$ cat src/rtl/nonce_select_if.sv
// ---------------------------------------------------------------------------
// nonce_select_if
//
// Purpose:
//   Memory bus between nonce_select and the single-port synchronous memory
//   that it shares with the SHA-256 hasher.
//
// Signals:
//   mem_clk         memory clock (a copy of the system clock)
//   mem_we          write enable
//   mem_addr        word address (registered by the master)
//   mem_write_data  write data (registered by the master)
//   mem_read_data   read data; the word addressed at one rising edge is
//                   valid after that edge and captured on the next one
//
// Modports:
//   master  used by nonce_select (drives address/write side)
//   slave   used by the memory (returns read data)
// ---------------------------------------------------------------------------
interface nonce_select_if;

   logic        mem_clk;
   logic        mem_we;
   logic [15:0] mem_addr;
   logic [31:0] mem_write_data;
   logic [31:0] mem_read_data;

   modport master (
      output mem_clk,
      output mem_we,
      output mem_addr,
      output mem_write_data,
      input  mem_read_data
   );

   modport slave (
      input  mem_clk,
      input  mem_we,
      input  mem_addr,
      input  mem_write_data,
      output mem_read_data
   );

endinterface

$ cat src/rtl/nonce_select.sv
// ---------------------------------------------------------------------------
// nonce_select
//
// Purpose:
//   Downstream stage of the 16-nonce SHA-256 hasher. After a start pulse it
//   streams NUM_NONCES hash words out of shared memory, tracks the
//   numerically smallest one, compares it against a difficulty target and
//   writes a two-word result record back to memory:
//     word 0 = {found, best_nonce zero-extended to 31 bits}
//     word 1 = best_hash
//   then raises done, which stays high until the next accepted start.
//
// Parameters:
//   NUM_NONCES  number of consecutive hash words scanned (1..256)
//   NONCE_W     width of best_nonce; 2**NONCE_W >= NUM_NONCES
//
// Ports:
//   clk          system clock, rising edge
//   reset_n      asynchronous active-low reset
//   start        begin a scan (only honoured in IDLE)
//   hash_addr    address of the hash word for nonce 0
//   result_addr  address of the two-word result record
//   target       unsigned difficulty threshold
//   done         scan and write-back complete
//   found        best_hash < target
//   best_nonce   index of the minimum hash
//   best_hash    minimum hash value
//   mem          memory bus (master side)
// ---------------------------------------------------------------------------
module nonce_select #(
   parameter int NUM_NONCES = 16,
   parameter int NONCE_W    = 4
) (
   input  logic                clk,
   input  logic                reset_n,
   input  logic                start,
   input  logic [15:0]         hash_addr,
   input  logic [15:0]         result_addr,
   input  logic [31:0]         target,
   output logic                done,
   output logic                found,
   output logic [NONCE_W-1:0]  best_nonce,
   output logic [31:0]         best_hash,
   nonce_select_if.master      mem
);

   // Nine bits cover every count from 0 up to the largest legal NUM_NONCES.
   localparam int CNT_W = 9;

   typedef enum logic [2:0] {
      IDLE,
      SCAN,
      WR0,
      WR1,
      FIN
   } state_t;

   state_t              state_q,     state_d;
   logic [CNT_W-1:0]    issueCnt_q,  issueCnt_d;
   logic [CNT_W-1:0]    readCnt_q,   readCnt_d;
   logic                primed_q,    primed_d;
   logic [15:0]         baseAddr_q,  baseAddr_d;
   logic [15:0]         resAddr_q,   resAddr_d;
   logic [31:0]         target_q,    target_d;
   logic                done_q,      done_d;
   logic                found_q,     found_d;
   logic [NONCE_W-1:0]  bestNonce_q, bestNonce_d;
   logic [31:0]         bestHash_q,  bestHash_d;
   logic                memWe_q,     memWe_d;
   logic [15:0]         memAddr_q,   memAddr_d;
   logic [31:0]         memWdata_q,  memWdata_d;
   logic                foundNext;

   // The memory runs off the same clock; all bus outputs come straight from
   // registers so the memory sees clean, glitch-free address and data.
   assign mem.mem_clk        = clk;
   assign mem.mem_we         = memWe_q;
   assign mem.mem_addr       = memAddr_q;
   assign mem.mem_write_data = memWdata_q;

   assign done       = done_q;
   assign found      = found_q;
   assign best_nonce = bestNonce_q;
   assign best_hash  = bestHash_q;

   // State register. An asserted reset clears everything at once, including
   // the write enable, so an interrupted write-back can never land in memory.
   always_ff @(posedge clk or negedge reset_n) begin
      if (!reset_n) begin
         state_q     <= IDLE;
         issueCnt_q  <= '0;
         readCnt_q   <= '0;
         primed_q    <= 1'b0;
         baseAddr_q  <= '0;
         resAddr_q   <= '0;
         target_q    <= '0;
         done_q      <= 1'b0;
         found_q     <= 1'b0;
         bestNonce_q <= '0;
         bestHash_q  <= '0;
         memWe_q     <= 1'b0;
         memAddr_q   <= '0;
         memWdata_q  <= '0;
      end else begin
         state_q     <= state_d;
         issueCnt_q  <= issueCnt_d;
         readCnt_q   <= readCnt_d;
         primed_q    <= primed_d;
         baseAddr_q  <= baseAddr_d;
         resAddr_q   <= resAddr_d;
         target_q    <= target_d;
         done_q      <= done_d;
         found_q     <= found_d;
         bestNonce_q <= bestNonce_d;
         bestHash_q  <= bestHash_d;
         memWe_q     <= memWe_d;
         memAddr_q   <= memAddr_d;
         memWdata_q  <= memWdata_d;
      end
   end

   // The hit decision is made from the final registered minimum, one cycle
   // after the last compare, so it never depends on the live read path.
   assign foundNext = (bestHash_q < target_q);

   // Next-state and datapath logic. Every register holds its value unless a
   // state explicitly updates it.
   //
   // SCAN overlaps two activities: issuing addresses back to back, and
   // comparing the words that come back two edges later. The issue side runs
   // ahead by one address (address 0 goes out on the start edge). The
   // compare side waits one idle cycle (primed_q) for the first word to make
   // its way through the memory, then consumes one word per cycle.
   //
   // The base addresses and target are captured at start so that the caller
   // may change its inputs while a scan is in flight.
   always_comb begin
      state_d     = state_q;
      issueCnt_d  = issueCnt_q;
      readCnt_d   = readCnt_q;
      primed_d    = primed_q;
      baseAddr_d  = baseAddr_q;
      resAddr_d   = resAddr_q;
      target_d    = target_q;
      done_d      = done_q;
      found_d     = found_q;
      bestNonce_d = bestNonce_q;
      bestHash_d  = bestHash_q;
      memWe_d     = memWe_q;
      memAddr_d   = memAddr_q;
      memWdata_d  = memWdata_q;

      case (state_q)
         IDLE: begin
            if (start) begin
               memAddr_d   = hash_addr;
               memWe_d     = 1'b0;
               done_d      = 1'b0;
               bestHash_d  = 32'hFFFF_FFFF;
               bestNonce_d = '0;
               found_d     = 1'b0;
               readCnt_d   = '0;
               issueCnt_d  = CNT_W'(1);
               primed_d    = 1'b0;
               baseAddr_d  = hash_addr;
               resAddr_d   = result_addr;
               target_d    = target;
               state_d     = SCAN;
            end
         end

         SCAN: begin
            if (issueCnt_q < CNT_W'(NUM_NONCES)) begin
               // 16-bit add wraps naturally past 16'hFFFF.
               memAddr_d  = baseAddr_q + 16'(issueCnt_q);
               issueCnt_d = issueCnt_q + CNT_W'(1);
            end

            if (!primed_q) begin
               primed_d = 1'b1;
            end else begin
               // Strict compare so that ties keep the earlier nonce.
               if (mem.mem_read_data < bestHash_q) begin
                  bestHash_d  = mem.mem_read_data;
                  bestNonce_d = NONCE_W'(readCnt_q);
               end
               readCnt_d = readCnt_q + CNT_W'(1);
               if (readCnt_q == CNT_W'(NUM_NONCES - 1)) begin
                  state_d = WR0;
               end
            end
         end

         WR0: begin
            memWe_d    = 1'b1;
            memAddr_d  = resAddr_q;
            memWdata_d = {foundNext, 31'(bestNonce_q)};
            found_d    = foundNext;
            state_d    = WR1;
         end

         WR1: begin
            memWe_d    = 1'b1;
            memAddr_d  = resAddr_q + 16'd1;
            memWdata_d = bestHash_q;
            state_d    = FIN;
         end

         FIN: begin
            memWe_d = 1'b0;
            done_d  = 1'b1;
            state_d = IDLE;
         end

         default: begin
            state_d = IDLE;
         end
      endcase
   end

endmodule

$ cat src/flat_wrapper.sv
// flat-port wrapper written by rule: the top's interface ports become plain ports
module nonce_select_flat 
#(
   parameter int NUM_NONCES = 16,
   parameter int NONCE_W    = 4
)
  (clk, reset_n, start, hash_addr, result_addr, target, done, found, best_nonce, best_hash, mem_mem_clk, mem_mem_we, mem_mem_addr, mem_mem_write_data, mem_mem_read_data);
  nonce_select_if mem_i ();
  input  logic clk;
  input  logic reset_n;
  input  logic start;
  input  logic [15:0] hash_addr;
  input  logic [15:0] result_addr;
  input  logic [31:0] target;
  output logic done;
  output logic found;
  output logic [NONCE_W-1:0] best_nonce;
  output logic [31:0] best_hash;
  output wire logic [$bits(mem_i.mem_clk)-1:0] mem_mem_clk;
  output wire logic [$bits(mem_i.mem_we)-1:0] mem_mem_we;
  output wire logic [$bits(mem_i.mem_addr)-1:0] mem_mem_addr;
  output wire logic [$bits(mem_i.mem_write_data)-1:0] mem_mem_write_data;
  input wire logic [$bits(mem_i.mem_read_data)-1:0] mem_mem_read_data;
  assign mem_mem_clk = mem_i.mem_clk;
  assign mem_mem_we = mem_i.mem_we;
  assign mem_mem_addr = mem_i.mem_addr;
  assign mem_mem_write_data = mem_i.mem_write_data;
  assign mem_i.mem_read_data = mem_mem_read_data;
  nonce_select #(.NUM_NONCES(NUM_NONCES), .NONCE_W(NONCE_W)) u_core (.clk(clk), .reset_n(reset_n), .start(start), .hash_addr(hash_addr), .result_addr(result_addr), .target(target), .done(done), .found(found), .best_nonce(best_nonce), .best_hash(best_hash), .mem(mem_i));
endmodule
$ cat config.mk
export PLATFORM = sky130hd
export DESIGN_NAME = nonce_select_flat
export DESIGN_NICKNAME = d
export VERILOG_FILES = /design/src/rtl/nonce_select_if.sv /design/src/rtl/nonce_select.sv /design/src/flat_wrapper.sv
export SDC_FILE = /design/constraint.sdc
export NUM_CORES = 1
export LEC_CHECK = 0
export ABC_CLOCK_PERIOD_IN_PS = 2300
export CORE_MARGIN = 4
export CORE_UTILIZATION = 45
export DETAILED_ROUTE_END_ITERATION = 10
export GPL_ROUTABILITY_DRIVEN = 0
export PLACE_DENSITY = 0.84
export SKIP_CTS_REPAIR_TIMING = 1
export SYNTH_ARGS = -nofsm -noshare
export SYNTH_HDL_FRONTEND = slang
export SYNTH_SLANG_ARGS = --single-unit
$ cat constraint.sdc
create_clock -name clk -period 2.3 [get_ports clk]
set_input_delay 0.46 -clock clk [delete_from_list [all_inputs] [get_ports clk]]
set_output_delay 0.46 -clock clk [all_outputs]
set_load 0.01 [all_outputs]
==> Word-level counts from Yosys, hierarchy flattened <==
Index checks and enable logic that the tools add are counted.
{ "totals": {"inputBits": 99, "out_inout_bits": 88, "regBits": 173, "elab_cells": 76} }
{ "classes": {"eq_ne": 10, "muxes": 27, "n_reduce_logical": 18, "magnitude_cmp": 3, "addsub": 4} }
{ "ops": {"columns": ["operator", "n"], "rows": [
  ["32-bit one-hot mux with 2 select lines", 2],
  ["32-bit 2-to-1 mux", 3],
  ["32-bit < comparator", 2],
  ["16-bit one-hot mux with 4 select lines", 1],
  ["9-bit 2-to-1 mux", 4],
  ["9-bit one-hot mux with 2 select lines", 2],
  ["16-bit 2-to-1 mux", 2],
  ["9-bit by 1-bit adder with 9-bit output, second input constant", 2],
  ["16-bit by 1-bit adder with 16-bit output, second input constant", 1],
  ["16-bit by 9-bit adder with 16-bit output", 1],
  ["4-bit 2-to-1 mux", 3],
  ["3-bit one-hot mux with 4 select lines", 1],
  ["3-bit AND reduction", 4],
  ["2-bit AND reduction", 5],
  ["9-bit by 4-bit == test with 1-bit output, second input constant", 1],
  ["9-bit by 5-bit < comparator with 1-bit output, second input constant", 1],
  ["3-bit 2-to-1 mux", 3],
  ["2-bit by 1-bit inequality test with 1-bit output, second input constant", 4],
  ["4-bit one-hot mux with 2 select lines", 1],
  ["2-bit nonzero test", 4],
  ["3-bit by 2-bit == test with 1-bit output, second input constant", 2],
  ["1-bit one-hot mux with 2 select lines", 3],
  ["4-bit AND reduction", 1],
  ["4-bit nonzero test", 1],
  ["other kinds (8)", 8]
]} }

==> Depth between registers and ports, before layout <==
{ "logic_depth": {"word_depth": 4, "depth_mapped": 9, "ltp_nobuf": 8} }

==> impl_metrics.tcl <==
set metrics [dict create \
    dpl.hpwl_um 22000 \
    final_common_cell "nand2_1" \
    setup_viol 32 \
    finalCriticalPeriod_ns 2.39 \
    layout-drive-gt1-share_pct 12.6 \
    initial_core_util_pct 45.8 \
    rsz0062_at_grt "true" \
    finalClockSkew_ns 0.0144 \
    p_comb_share_pct 57.0 \
    syn_area_um2 9640 \
    drv_cap 0 \
    io_pins 187 \
    final_cell_mix "nand2_1 (219), clkdlybuf4s50_1 (183), dfrtp_1 (172)" \
    antenna_found_initial 0 \
    globalRoute.totalOverflow 0 \
    endpoint_kind "flip-flop" \
    ir_drop_mv 0.833 \
    yosys_register_bits 173 \
    tns_ns -1.52 \
    core_um2 21000 \
    grt_first_pass_wirelength_um 47700 \
    die_x_um 154 \
    yosysSeqAreaShare_pct 44.9 \
    power.share.clock_pct 15.6 \
    critPathMaxFanout 8 \
    p_switching_mw 8.74 \
    grt_use_total_pct 25.1 \
    synthDominantAreaCellType "dfrtp_1" \
    firstDrtPassIters 6 \
    syn_to_final_growth_pct 37.1 \
    synth_nets 1240 \
    fin_nets 1484 \
    drt_iter0_markers 844 \
    status "complete, but fails checks" \
    violations "negative setup slack" \
    ys.flop_type "dfrtp_1" \
    crit_type "in2reg" \
    startpoint_type "primary input" \
    p_per_area_nw_per_um2 1570 \
    hp-class "in2reg" \
    grt_pass1_vias 9019 \
    viasPerCell 5.73 \
    slew_headroom_pct 65.1 \
    n_antenna_cell 0 \
    path_clk_slew_ns 0.07 \
    yosysWarnings 0 \
    cp.required_ns 2.76 \
    wl_per_cell_um 19.1 \
    grt_max_degree 53 \
    drc_errors 0 \
    synth_edf_count 0 \
    synth_cell_types 65 \
    hold_ws_ns 0.365 \
    die_h_um 154 \
    avgSynthCellArea_um2 9.04 \
    vias 9148 \
    worst_pin_slew_ns 0.523 \
    insertion_delay_ns 0.55 \
    crit_arrival_ns 2.84 \
    port_buffers 186 \
    fmax_mhz 419 \
    die_area_um2 23800 \
    p_int_mw 12.0 \
    std_cell_rows 53 \
    fin_ws_ns -0.0857 \
    hold_violations 0 \
    swShare_pct 42.2 \
    ant_nets 0 \
    p_total_mw 20.7 \
    drt_wl_total_um 30500 \
    synth_top_area_share_pct 44.9 \
    rrSetupSlack_ns -0.08 \
    cts_tree "built" \
    synth.area.top_cells "dfrtp_1 (45%), ha_1 (9.6%), nand2_1 (8.6%), o21ai_0 (4.5%), mux2i_1 (4.4%)" \
    power.leakage_nw 6.23 \
    drv_slew 0 \
    pwr-share-seq_pct 27.5 \
    async_flop_share_pct 100 \
    fillers 1630 \
    fin_crit_sh_pct 104 \
    syn_inst 1066 \
]
[registers in the layout (all words and copies together) (netlist names), 3 cells and up]
| signal | count |
|---|---|
| u_core.readCnt_q | 9 |
| u_core.best_hash | 32 |
| u_core.mem.mem_addr | 16 |
| u_core.resAddr_q | 16 |
| u_core.target_q | 32 |
| u_core.issueCnt_q | 9 |
| u_core.baseAddr_q | 16 |
| u_core.state_q | 3 |
| u_core.best_nonce | 4 |
| u_core.mem.mem_write_data | 32 |
[metal layers]
layer	wire, um	global-route usage (%)	part of all wire [%]
met3	2590	6.32	8.5
met2	14600	40.1	48
met5	0	0	0
met1	12100	32.9	40
met4	1190	9.71	3.9
[kinds of logic (layout without fill, tap and decap cells)]
family                   Yosys count  after routing  share of synthesized area [%]
XOR/XNOR                          16             16                           1.45
AO/OA/AOI/OAI                    247            247                           16.3
multiplexers                      42             42                           4.36
buffers and inverters            130            386                           5.56
flip-flops                       173            173                           44.9
adder cells (fa/ha/maj)           75             75                           9.81
AND/OR/NAND/NOR                  383            383                           17.6
[worst max-delay path, stage by stage]
cell and delay, ns:
clkdlybuf4s50_1 0.57, ha_4 0.24, nand4_1 0.18, nor2_2 0.08, a2111oi_4 0.41, a31oi_2 0.18, a31oi_4 0.20, buf_6 0.15
buf_12 0.14, mux2i_2 0.23
[worst paths after layout]
check | startpoint | cells after the start | endpoint
max in group asynchronous | reset_n | 3 | u_core.mem.mem_addr[7]
worst min-delay path | mem_mem_read_data[26] | 3 | u_core.best_hash[26]
worst max register to register | u_core.best_hash[24] | 10 | u_core.best_hash[1]
worst max-delay path | mem_mem_read_data[27] | 10 | u_core.best_hash[1]
min in group asynchronous | reset_n | 2 | u_core.resAddr_q[2]
worst min register to register | u_core.target_q[0] | 2 | u_core.target_q[0]
[cell type report]
type	instances	area, um2	area share [%]
Sequential cell	173	4330	32.8
Clock inverter	13	156	1.18
Multi-Input combinational cell	763	4950	37.5
Clock buffer	22	517	3.91
Timing Repair Buffer	276	2630	19.9
Tap cell	275	344	2.60
Inverter	75	282	2.13
[cell usage after synthesis (4+ instances only)]
| library cell | count |
|---|---|
| nand3_1 | 17 |
| o32ai_1 | 4 |
| o21ai_0 | 87 |
| a22oi_1 | 6 |
| nor2b_1 | 4 |
| clkbuf_1 | 34 |
| buf_2 | 5 |
| a211oi_1 | 5 |
| and3_1 | 7 |
| nand2_1 | 220 |
| o31ai_1 | 30 |
| dfrtp_1 | 173 |
| and4_1 | 6 |
| ha_1 | 74 |
| buf_1 | 11 |
| xnor2_1 | 5 |
| a21o_1 | 10 |
| nand4_1 | 19 |
| mux2i_1 | 42 |
| o22ai_1 | 4 |
| a31oi_1 | 8 |
| xor2_1 | 11 |
| nor2_1 | 73 |
| a21oi_1 | 55 |
| inv_1 | 74 |
| nor3_1 | 12 |
| nand2b_1 | 4 |
| a2bb2oi_1 | 4 |
| nor4_1 | 5 |
| o211a_1 | 4 |
| or3_1 | 5 |
[power groups by stage]
stage	clock network (mW)	logic [mW]	registers (mW)
6_report	3.23	11.8	5.70
5_1_grt	3.40	12.9	5.88
4_1_cts	3.26	10.9	5.65
3_5_place_dp	0.0442	10.8	5.69
3_3_place_gp	0.0442	10.3	5.62
2_1_floorplan	0.0358	6.10	5.71
[stage by stage]
| stage | cell area, um2 | util, % | setup slack, ns | instances |
|---|---|---|---|---|
| finish | 13200 | 62.8 | -0.0857 | 1597 |
| global route | 13200 | 62.8 | -0.124 | 1597 |
| detailed placement | 12300 | 58.3 | -0.680 | 1554 |
| floorplan | 9640 | - | 0.00613 | 1066 |
| CTS | 12900 | 61.5 | -0.255 | 1588 |
| global placement | 12300 | 58.3 | -0.599 | 1554 |
Power figures use the tool's default switching activity.
